`config.mk`:
```
export PLATFORM = sky130hd
export DESIGN_NAME = writeback_pc_update_flat
export DESIGN_NICKNAME = d
export VERILOG_FILES = /design/src/rtl/writeback_pc_update_pkg.sv /design/src/rtl/writeback_pc_update_if.sv /design/src/rtl/writeback_pc_update_regfile.sv /design/src/rtl/writeback_pc_update.sv /design/src/flat_wrapper.sv
export SDC_FILE = /design/constraint.sdc
export NUM_CORES = 2
export LEC_CHECK = 0
export BUFFER_PORTS_ARGS = -buffer_cell sky130_fd_sc_hd__buf_2
export CORE_MARGIN = 4
export CORE_UTILIZATION = 41
export DETAILED_ROUTE_END_ITERATION = 6
export PLACE_DENSITY = 0.58
export SLEW_MARGIN = 10
export SYNTH_ARGS = -nofsm -noshare
export SYNTH_HDL_FRONTEND = slang
export SYNTH_SLANG_ARGS = --single-unit
```
`constraint.sdc`:
```
create_clock -name clk -period 68.3 [get_ports clk]
set_clock_uncertainty 0.2 [all_clocks]
set_input_delay 6.83 -clock clk [delete_from_list [all_inputs] [get_ports clk]]
set_output_delay 6.83 -clock clk [all_outputs]
set_load 0.1 [all_outputs]
```
`src/rtl/writeback_pc_update_pkg.sv`:
```
// Shared Y86-64 constants for the writeback/PC-update stage: instruction codes,
// register IDs, status codes and the commit FSM state type.
package y86_pkg;

  localparam logic [3:0] IHALT   = 4'h0;
  localparam logic [3:0] INOP    = 4'h1;
  localparam logic [3:0] IRRMOVQ = 4'h2;
  localparam logic [3:0] IIRMOVQ = 4'h3;
  localparam logic [3:0] IRMMOVQ = 4'h4;
  localparam logic [3:0] IMRMOVQ = 4'h5;
  localparam logic [3:0] IOPQ    = 4'h6;
  localparam logic [3:0] IJXX    = 4'h7;
  localparam logic [3:0] ICALL   = 4'h8;
  localparam logic [3:0] IRET    = 4'h9;
  localparam logic [3:0] IPUSHQ  = 4'hA;
  localparam logic [3:0] IPOPQ   = 4'hB;

  localparam logic [3:0] RRSP  = 4'h4;
  localparam logic [3:0] RNONE = 4'hF;

  localparam logic [2:0] SAOK = 3'd1;
  localparam logic [2:0] SHLT = 3'd2;
  localparam logic [2:0] SADR = 3'd3;
  localparam logic [2:0] SINS = 3'd4;

  typedef enum logic {
    RUN     = 1'b0,
    STOPPED = 1'b1
  } wb_state_e;

endpackage

```
`src/rtl/writeback_pc_update_if.sv`:
```
// Bundle between memory stage / decode and the writeback stage: the committed
// instruction fields plus decode's two register read ports.
interface writeback_pc_update_if #(parameter int n = 64);
  logic         commit;
  logic [3:0]   icode;
  logic         cnd;
  logic [3:0]   rA;
  logic [3:0]   rB;
  logic [n-1:0] valE;
  logic [n-1:0] valM;
  logic [n-1:0] valP;
  logic [n-1:0] valC;
  logic         imem_error;
  logic         instr_valid;
  logic         dmem_error;
  logic [3:0]   srcA;
  logic [3:0]   srcB;
  logic [n-1:0] valA;
  logic [n-1:0] valB;

  modport master (
    output commit, icode, cnd, rA, rB, valE, valM, valP, valC,
    output imem_error, instr_valid, dmem_error, srcA, srcB,
    input  valA, valB
  );

  modport slave (
    input  commit, icode, cnd, rA, rB, valE, valM, valP, valC,
    input  imem_error, instr_valid, dmem_error, srcA, srcB,
    output valA, valB
  );
endinterface

```
`src/rtl/writeback_pc_update_regfile.sv`:
```
// Architectural register file: NREG x n, two combinational read ports and two
// write ports (E and M); M wins when both target the same register.
module writeback_pc_update_regfile
  import y86_pkg::*;
#(
  parameter int n    = 64,
  parameter int NREG = 15
) (
  input  logic         clk,
  input  logic         reset,
  input  logic [3:0]   dst_e,
  input  logic [n-1:0] val_e,
  input  logic [3:0]   dst_m,
  input  logic [n-1:0] val_m,
  input  logic [3:0]   src_a,
  input  logic [3:0]   src_b,
  output logic [n-1:0] val_a,
  output logic [n-1:0] val_b
);

  logic [n-1:0] regs_reg [NREG];

  genvar gi;
  generate
    for (gi = 0; gi < NREG; gi++) begin : g_reg
      always_ff @(posedge clk or posedge reset) begin
        if (reset) begin
          regs_reg[gi] <= '0;
        end else if (dst_m == 4'(gi)) begin
          regs_reg[gi] <= val_m;
        end else if (dst_e == 4'(gi)) begin
          regs_reg[gi] <= val_e;
        end
      end
    end
  endgenerate

  // No bypass: a read in the write cycle returns the stored (old) value.
  always_comb begin
    val_a = '0;
    val_b = '0;
    if (32'(src_a) < NREG) val_a = regs_reg[src_a];
    if (32'(src_b) < NREG) val_b = regs_reg[src_b];
  end

endmodule

```
`src/rtl/writeback_pc_update.sv`:
```
// Y86-64 writeback stage: register writes, next-PC select, status and halt FSM.
// Optional RETIRE_CNT_EN adds a retired-instruction counter output.
module writeback_pc_update
  import y86_pkg::*;
#(
  parameter int           n        = 64,
  parameter logic [n-1:0] PC_RESET = '0,
  parameter int           NREG     = 15
) (
  input  logic                   clk,
  input  logic                   reset,
  writeback_pc_update_if.slave   wb,
  output logic [n-1:0]           pc,
  output logic [2:0]             stat,
  output logic                   halted
`ifdef RETIRE_CNT_EN
  ,
  output logic [n-1:0]           retired
`endif
);

  wb_state_e    state_reg, state_next;
  logic [n-1:0] pc_reg, pc_next;
  logic [2:0]   stat_reg, stat_next;
  logic [2:0]   stat_eval;
  logic [3:0]   dst_e, dst_m;
  logic [3:0]   wr_dst_e, wr_dst_m;
  logic [n-1:0] pc_sel;
  logic         wr_en;
  logic         retire;

  always_comb begin
    stat_eval = SAOK;
    if (wb.imem_error || wb.dmem_error) stat_eval = SADR;
    else if (!wb.instr_valid)           stat_eval = SINS;
    else if (wb.icode == IHALT)         stat_eval = SHLT;
  end

  always_comb begin
    dst_e = RNONE;
    dst_m = RNONE;
    case (wb.icode)
      IRRMOVQ:                    dst_e = wb.cnd ? wb.rB : RNONE;
      IIRMOVQ, IOPQ:              dst_e = wb.rB;
      ICALL, IRET, IPUSHQ, IPOPQ: dst_e = RRSP;
      default:                    dst_e = RNONE;
    endcase
    if (wb.icode == IMRMOVQ || wb.icode == IPOPQ) dst_m = wb.rA;
  end

  always_comb begin
    pc_sel = wb.valP;
    case (wb.icode)
      ICALL:   pc_sel = wb.valC;
      IJXX:    pc_sel = wb.cnd ? wb.valC : wb.valP;
      IRET:    pc_sel = wb.valM;
      default: pc_sel = wb.valP;
    endcase
  end

  always_ff @(posedge clk or posedge reset) begin
    if (reset) begin
      state_reg <= RUN;
      pc_reg    <= PC_RESET;
      stat_reg  <= SAOK;
    end else begin
      state_reg <= state_next;
      pc_reg    <= pc_next;
      stat_reg  <= stat_next;
    end
  end

  // A faulting or halting instruction latches its status but leaves pc on its own address.
  always_comb begin
    state_next = state_reg;
    pc_next    = pc_reg;
    stat_next  = stat_reg;
    wr_en      = 1'b0;
    retire     = 1'b0;
    case (state_reg)
      RUN: begin
        if (wb.commit) begin
          stat_next = stat_eval;
          retire    = (stat_eval == SAOK) || (stat_eval == SHLT);
          if (stat_eval == SAOK) begin
            pc_next = pc_sel;
            wr_en   = 1'b1;
          end else begin
            state_next = STOPPED;
          end
        end
      end
      STOPPED: begin
        state_next = STOPPED;
      end
      default: state_next = RUN;
    endcase
  end

  assign wr_dst_e = wr_en ? dst_e : RNONE;
  assign wr_dst_m = wr_en ? dst_m : RNONE;

  writeback_pc_update_regfile #(
    .n    (n),
    .NREG (NREG)
  ) u_regfile (
    .clk   (clk),
    .reset (reset),
    .dst_e (wr_dst_e),
    .val_e (wb.valE),
    .dst_m (wr_dst_m),
    .val_m (wb.valM),
    .src_a (wb.srcA),
    .src_b (wb.srcB),
    .val_a (wb.valA),
    .val_b (wb.valB)
  );

  assign pc     = pc_reg;
  assign stat   = stat_reg;
  assign halted = (state_reg == STOPPED);

`ifdef RETIRE_CNT_EN
  logic [n-1:0] retired_reg;

  always_ff @(posedge clk or posedge reset) begin
    if (reset)       retired_reg <= '0;
    else if (retire) retired_reg <= retired_reg + 1'b1;
  end

  assign retired = retired_reg;
`else
  logic unused_retire;
  assign unused_retire = retire;
`endif

endmodule
```
`src/flat_wrapper.sv`:
```
// flat-port wrapper written by rule: the top's interface ports become plain ports
module writeback_pc_update_flat import y86_pkg::*;
#(
  parameter int           n        = 64,
  parameter logic [n-1:0] PC_RESET = '0,
  parameter int           NREG     = 15
)
  (clk, reset, pc, stat, halted, wb_commit, wb_icode, wb_cnd, wb_rA, wb_rB, wb_valE, wb_valM, wb_valP, wb_valC, wb_imem_error, wb_instr_valid, wb_dmem_error, wb_srcA, wb_srcB, wb_valA, wb_valB);
  writeback_pc_update_if #(.n(n)) wb_i ();
  input  logic clk;
  input  logic reset;
  output logic [n-1:0] pc;
  output logic [2:0] stat;
  output logic halted;
  input wire logic [$bits(wb_i.commit)-1:0] wb_commit;
  input wire logic [$bits(wb_i.icode)-1:0] wb_icode;
  input wire logic [$bits(wb_i.cnd)-1:0] wb_cnd;
  input wire logic [$bits(wb_i.rA)-1:0] wb_rA;
  input wire logic [$bits(wb_i.rB)-1:0] wb_rB;
  input wire logic [$bits(wb_i.valE)-1:0] wb_valE;
  input wire logic [$bits(wb_i.valM)-1:0] wb_valM;
  input wire logic [$bits(wb_i.valP)-1:0] wb_valP;
  input wire logic [$bits(wb_i.valC)-1:0] wb_valC;
  input wire logic [$bits(wb_i.imem_error)-1:0] wb_imem_error;
  input wire logic [$bits(wb_i.instr_valid)-1:0] wb_instr_valid;
  input wire logic [$bits(wb_i.dmem_error)-1:0] wb_dmem_error;
  input wire logic [$bits(wb_i.srcA)-1:0] wb_srcA;
  input wire logic [$bits(wb_i.srcB)-1:0] wb_srcB;
  output wire logic [$bits(wb_i.valA)-1:0] wb_valA;
  output wire logic [$bits(wb_i.valB)-1:0] wb_valB;
  assign wb_i.commit = wb_commit;
  assign wb_i.icode = wb_icode;
  assign wb_i.cnd = wb_cnd;
  assign wb_i.rA = wb_rA;
  assign wb_i.rB = wb_rB;
  assign wb_i.valE = wb_valE;
  assign wb_i.valM = wb_valM;
  assign wb_i.valP = wb_valP;
  assign wb_i.valC = wb_valC;
  assign wb_i.imem_error = wb_imem_error;
  assign wb_i.instr_valid = wb_instr_valid;
  assign wb_i.dmem_error = wb_dmem_error;
  assign wb_i.srcA = wb_srcA;
  assign wb_i.srcB = wb_srcB;
  assign wb_valA = wb_i.valA;
  assign wb_valB = wb_i.valB;
  writeback_pc_update #(.n(n), .PC_RESET(PC_RESET), .NREG(NREG)) u_core (.clk(clk), .reset(reset), .wb(wb_i), .pc(pc), .stat(stat), .halted(halted));
endmodule
```
==> parameters.txt <==
Parameter                              Value

Global routing
  Global-route wire length before repair    between 300 and 400 mm
  Global route total overflow    0
  Largest net degree at the start of global routing    170
  Initial antenna violation count    33
  All-Layer GR Usage    between 30% and 40%
  Vias in the first global route    roughly 53000

Critical path
  Reg2Reg Setup Slack    63.56 ns
  Cells along the critical path    buf_8 -> buf_4 -> buf_4 -> mux4_2 -> mux4_2 -> buf_2
  Data required time at the worst endpoint    61.27 ns
  Path type of the worst setup path    primary input to primary output
  Reg2reg end    u_core.u_regfile.regs_reg[922]$_DFFE_PP0P_
  Slowest Stage Delay on Critical Path    about 0.86 ns
  Launching point of the worst reg2reg path    u_core.halted$_DFF_PP0_
  Type of origin of the critical path    primary input
  Standard cell with the maximum stage delay on the critical path    sky130_fd_sc_hd__buf_4
  Arrival time worst endpoint    approximately 11 ns
  Category of the worst setup path capture point    primary output
  Path depth of the worst reg2reg path    6
  Peak fanout along the critical path    76

Synth
  Post-Syn Area    between 0.06 and 0.07 mm^2
  Warning count from the yosys run    0
  Post-Synthesis Net Count    slightly above 6000
  Distinct cells, synth    60
  Fraction of synthesized cell area taken by the top area cell type    a little over two fifths
  #FFs+latches synth    roughly 1000
  Avg Inst Size Synth    approximately 10 um^2
  Number of enable-type register cells in the synthesized netlist    0
  Leading cell type by number of instances after synthesis    sky130_fd_sc_hd__dfrtp_1
  Most frequent cells after synthesis    sky130_fd_sc_hd__dfrtp_1, sky130_fd_sc_hd__o22ai_1, sky130_fd_sc_hd__nor2_1
  Dominant register cell in the synthesized netlist    sky130_fd_sc_hd__dfrtp_1
  Top cell type by total area after synthesis    sky130_fd_sc_hd__dfrtp_1
  Sequential element share of the synthesized area    42.5%
  Number of instances in the synthesized netlist    5883
  Cells taking the most area after synthesis    sky130_fd_sc_hd__dfrtp_1, sky130_fd_sc_hd__mux4_2, sky130_fd_sc_hd__o22ai_1
  Share of synthesized flip-flops with an asynchronous set or reset    between 90% and 100%

Timing
  Count of final hold-check violations    0
  Period utilization    around a quarter
  Minimum clock period    between 15 and 20 ns
  Worst slew pin tran    around 1.3 ns
  Fmax achieved    56.3 MHz
  RSZ-0062 raised after global routing    false
  Total negative slack    0 ns
  Max transition margin    roughly 16%
  Final setup violating endpoints    0
  Final-report max-slew violation count    0

Die
  Io pins    479
  CORE AREA    ~0.15 mm^2
  Area enclosed by the die boundary    about 0.15 mm^2
  Chip Width    392 um
  Vertical die dimension    between 300 and 400 um
  Number of placement rows    140
  Initial Utilization    41.4%

Detailed routing
  Post-DRT Antenna Nets    0
  First-pass iteration count of the detailed router    7
  Routed length per placed instance    approximately 34 um
  Detailed-route DRC error count    9
  Via count    approximately 56000
  WL final    approximately 270 mm
  Post-DR vias/cell    a little over 7
  Iteration-0 DRC count of the detailed router    approximately 8200

Min path
  Min-delay worst type    register to register
  Start point of the worst hold path    u_core.pc[10]$_DFFE_PP0P_
  Number of cells traversed by the worst hold path    2
  Hold worst-path end    u_core.pc[10]$_DFFE_PP0P_

Cells and area
  Flip-flop count of the largest register, all copies and words added    960
  Share of post-route cells with drive strength above 1    between 20% and 30%
  P&R area growth vs syn    10.8%
  Count of placed standard cells in the final layout, fillers left out    between 7000 and 8000
  Area of all placed cells without fillers    0.0670 mm^2
  Post-layout nets    about 6100

Status
  Violated checks    design-rule violations
  Result of the run    finished, violations left

Placed design
  Buffers added on ports    about 480
  Final RePlAce weighted congestion    roughly 0.83
  Final HPWL from detailed placement    between 100 and 150 mm
  Instance count after placement with tap cells included    7644
  Area post-placement    between 0.06 and 0.07 mm^2

Clock tree
  Clock-pin slew of the registers on the worst-case setup and hold paths    about 0.06 ns
  Clk Latency, worst-skew pair    about 0.75 ns
  H-tree levels    3
  Post-CTS resize count    0
  TritonCTS Buffers    between 100 and 150
  Clock tree from TritonCTS    yes
  Number of buffers inserted for hold repair after clock tree synthesis    0
  Clock Path Buffers    3
  Clock Sinks    slightly above 1000
  Root Driver    sky130_fd_sc_hd__clkbuf_16
  Post-CTS setup buffer count    0

Power and ir drop
  Power density over cell area    around 22 mW/mm^2
  Leakage Power    between 20 and 30 nW
  Peak supply drop    approximately 0.000019 V

Flow run
  Max-capacitance violation count    0
## area by class of cell
type / count / area, um^2
fillers: 13700 / 79100
repair buffers: 585 / 3360
diodes: 19 / 47.5
inverters: 131 / 499
clock inverters: 38 / 519
well taps: 1917 / 2400
flip-flops and latches: 1028 / 25700
multi-input cells: 3983 / 31000
clock buffers: 172 / 3460
## through the flow
step | hold WS, ns | setup slack, ns | total power [mW] | util [%]
CTS | 0.281 | 50.46 | 1.46 | 45.8
finish | 0.273 | 50.54 | 1.45 | 45.9
global route | 0.301 | 50.31 | 1.49 | 45.9
global placement | 0.258 | 50.53 | 0.792 | 43.1
floorplan | 0.292 | 32.34 | 0.740 | -
detailed placement | 0.267 | 50.48 | 0.793 | 43.1
## report_power, final
group          total, mW  internal, mW  leakage, nW  switching (mW)
logic              0.167        0.0380         13.4           0.129
clock network      0.671         0.393         1.96           0.278
registers          0.617         0.614         13.7         0.00320
## critical path: cells and delay by family
family   cells  cell delay (ns)
buf+inv      4             2.57
mux          2             1.15
## layout by cell type, fill, tap and decap left out, types with 5 or more instances in the layout
cell type                   synthesis  layout
sky130_fd_sc_hd__a21oi_1          711     711
sky130_fd_sc_hd__a21oi_2           60      60
sky130_fd_sc_hd__a222oi_1          64      64
sky130_fd_sc_hd__a31oi_1           64      64
sky130_fd_sc_hd__buf_12             0       8
sky130_fd_sc_hd__buf_2            264     470
sky130_fd_sc_hd__buf_4             12     101
sky130_fd_sc_hd__bufinv_16          0      12
sky130_fd_sc_hd__clkbuf_1         382      25
sky130_fd_sc_hd__clkbuf_16          0     119
sky130_fd_sc_hd__clkbuf_8           0      29
sky130_fd_sc_hd__clkinv_2           0      18
sky130_fd_sc_hd__dfrtp_1         1027    1027
sky130_fd_sc_hd__diode_2            0      19
sky130_fd_sc_hd__inv_1            131     130
sky130_fd_sc_hd__mux2i_1          176     176
sky130_fd_sc_hd__mux4_2           464     464
sky130_fd_sc_hd__nand2_1          200     196
sky130_fd_sc_hd__nand2b_1           8       5
sky130_fd_sc_hd__nand4_1           14      14
sky130_fd_sc_hd__nor2_1           776     776
sky130_fd_sc_hd__nor2_4             2       6
sky130_fd_sc_hd__o211ai_1          48      48
sky130_fd_sc_hd__o21ai_0          257     257
sky130_fd_sc_hd__o221a_1           68      68
sky130_fd_sc_hd__o221a_2           60      60
sky130_fd_sc_hd__o22ai_1          818     818
sky130_fd_sc_hd__or2_0             53      53
sky130_fd_sc_hd__or2_2             16      11
sky130_fd_sc_hd__or2_4              0       8
sky130_fd_sc_hd__or3_1             66      65
## per-layer routing
layer / vias to the layer above / global-route usage [%] / wire [um]
met4: 10 / 15.9 / 13900
met2: 4273 / 51.5 / 120000
met1: 28300 / 46.2 / 104000
met5: - / 0 / 78
met3: 878 / 9.11 / 33400
li1: 22300 / - / -
## kinds of logic after synthesis
kind of cell	count (synthesis)	share of synthesized area, %
flops	1028	42.5
compound gates	2170	22.4
simple gates	1173	8.29
buf+inv	872	6.55
mux	640	20.2
## how the worst max path moves through the flow
stage	from	to	slack, ns	cells after the start
after global placement	wb_srcA[0]	wb_valA[38]	50.53	6
after global routing	wb_srcA[0]	wb_valA[38]	50.31	6
after CTS	wb_srcA[0]	wb_valA[38]	50.46	6
final	wb_srcA[0]	wb_valA[38]	50.54	6
after floorplan	reset	u_core.halted$_DFF_PP0_	32.34	1
after detailed placement	wb_srcA[0]	wb_valA[38]	50.48	6
(Power assumes the default switching activity.)
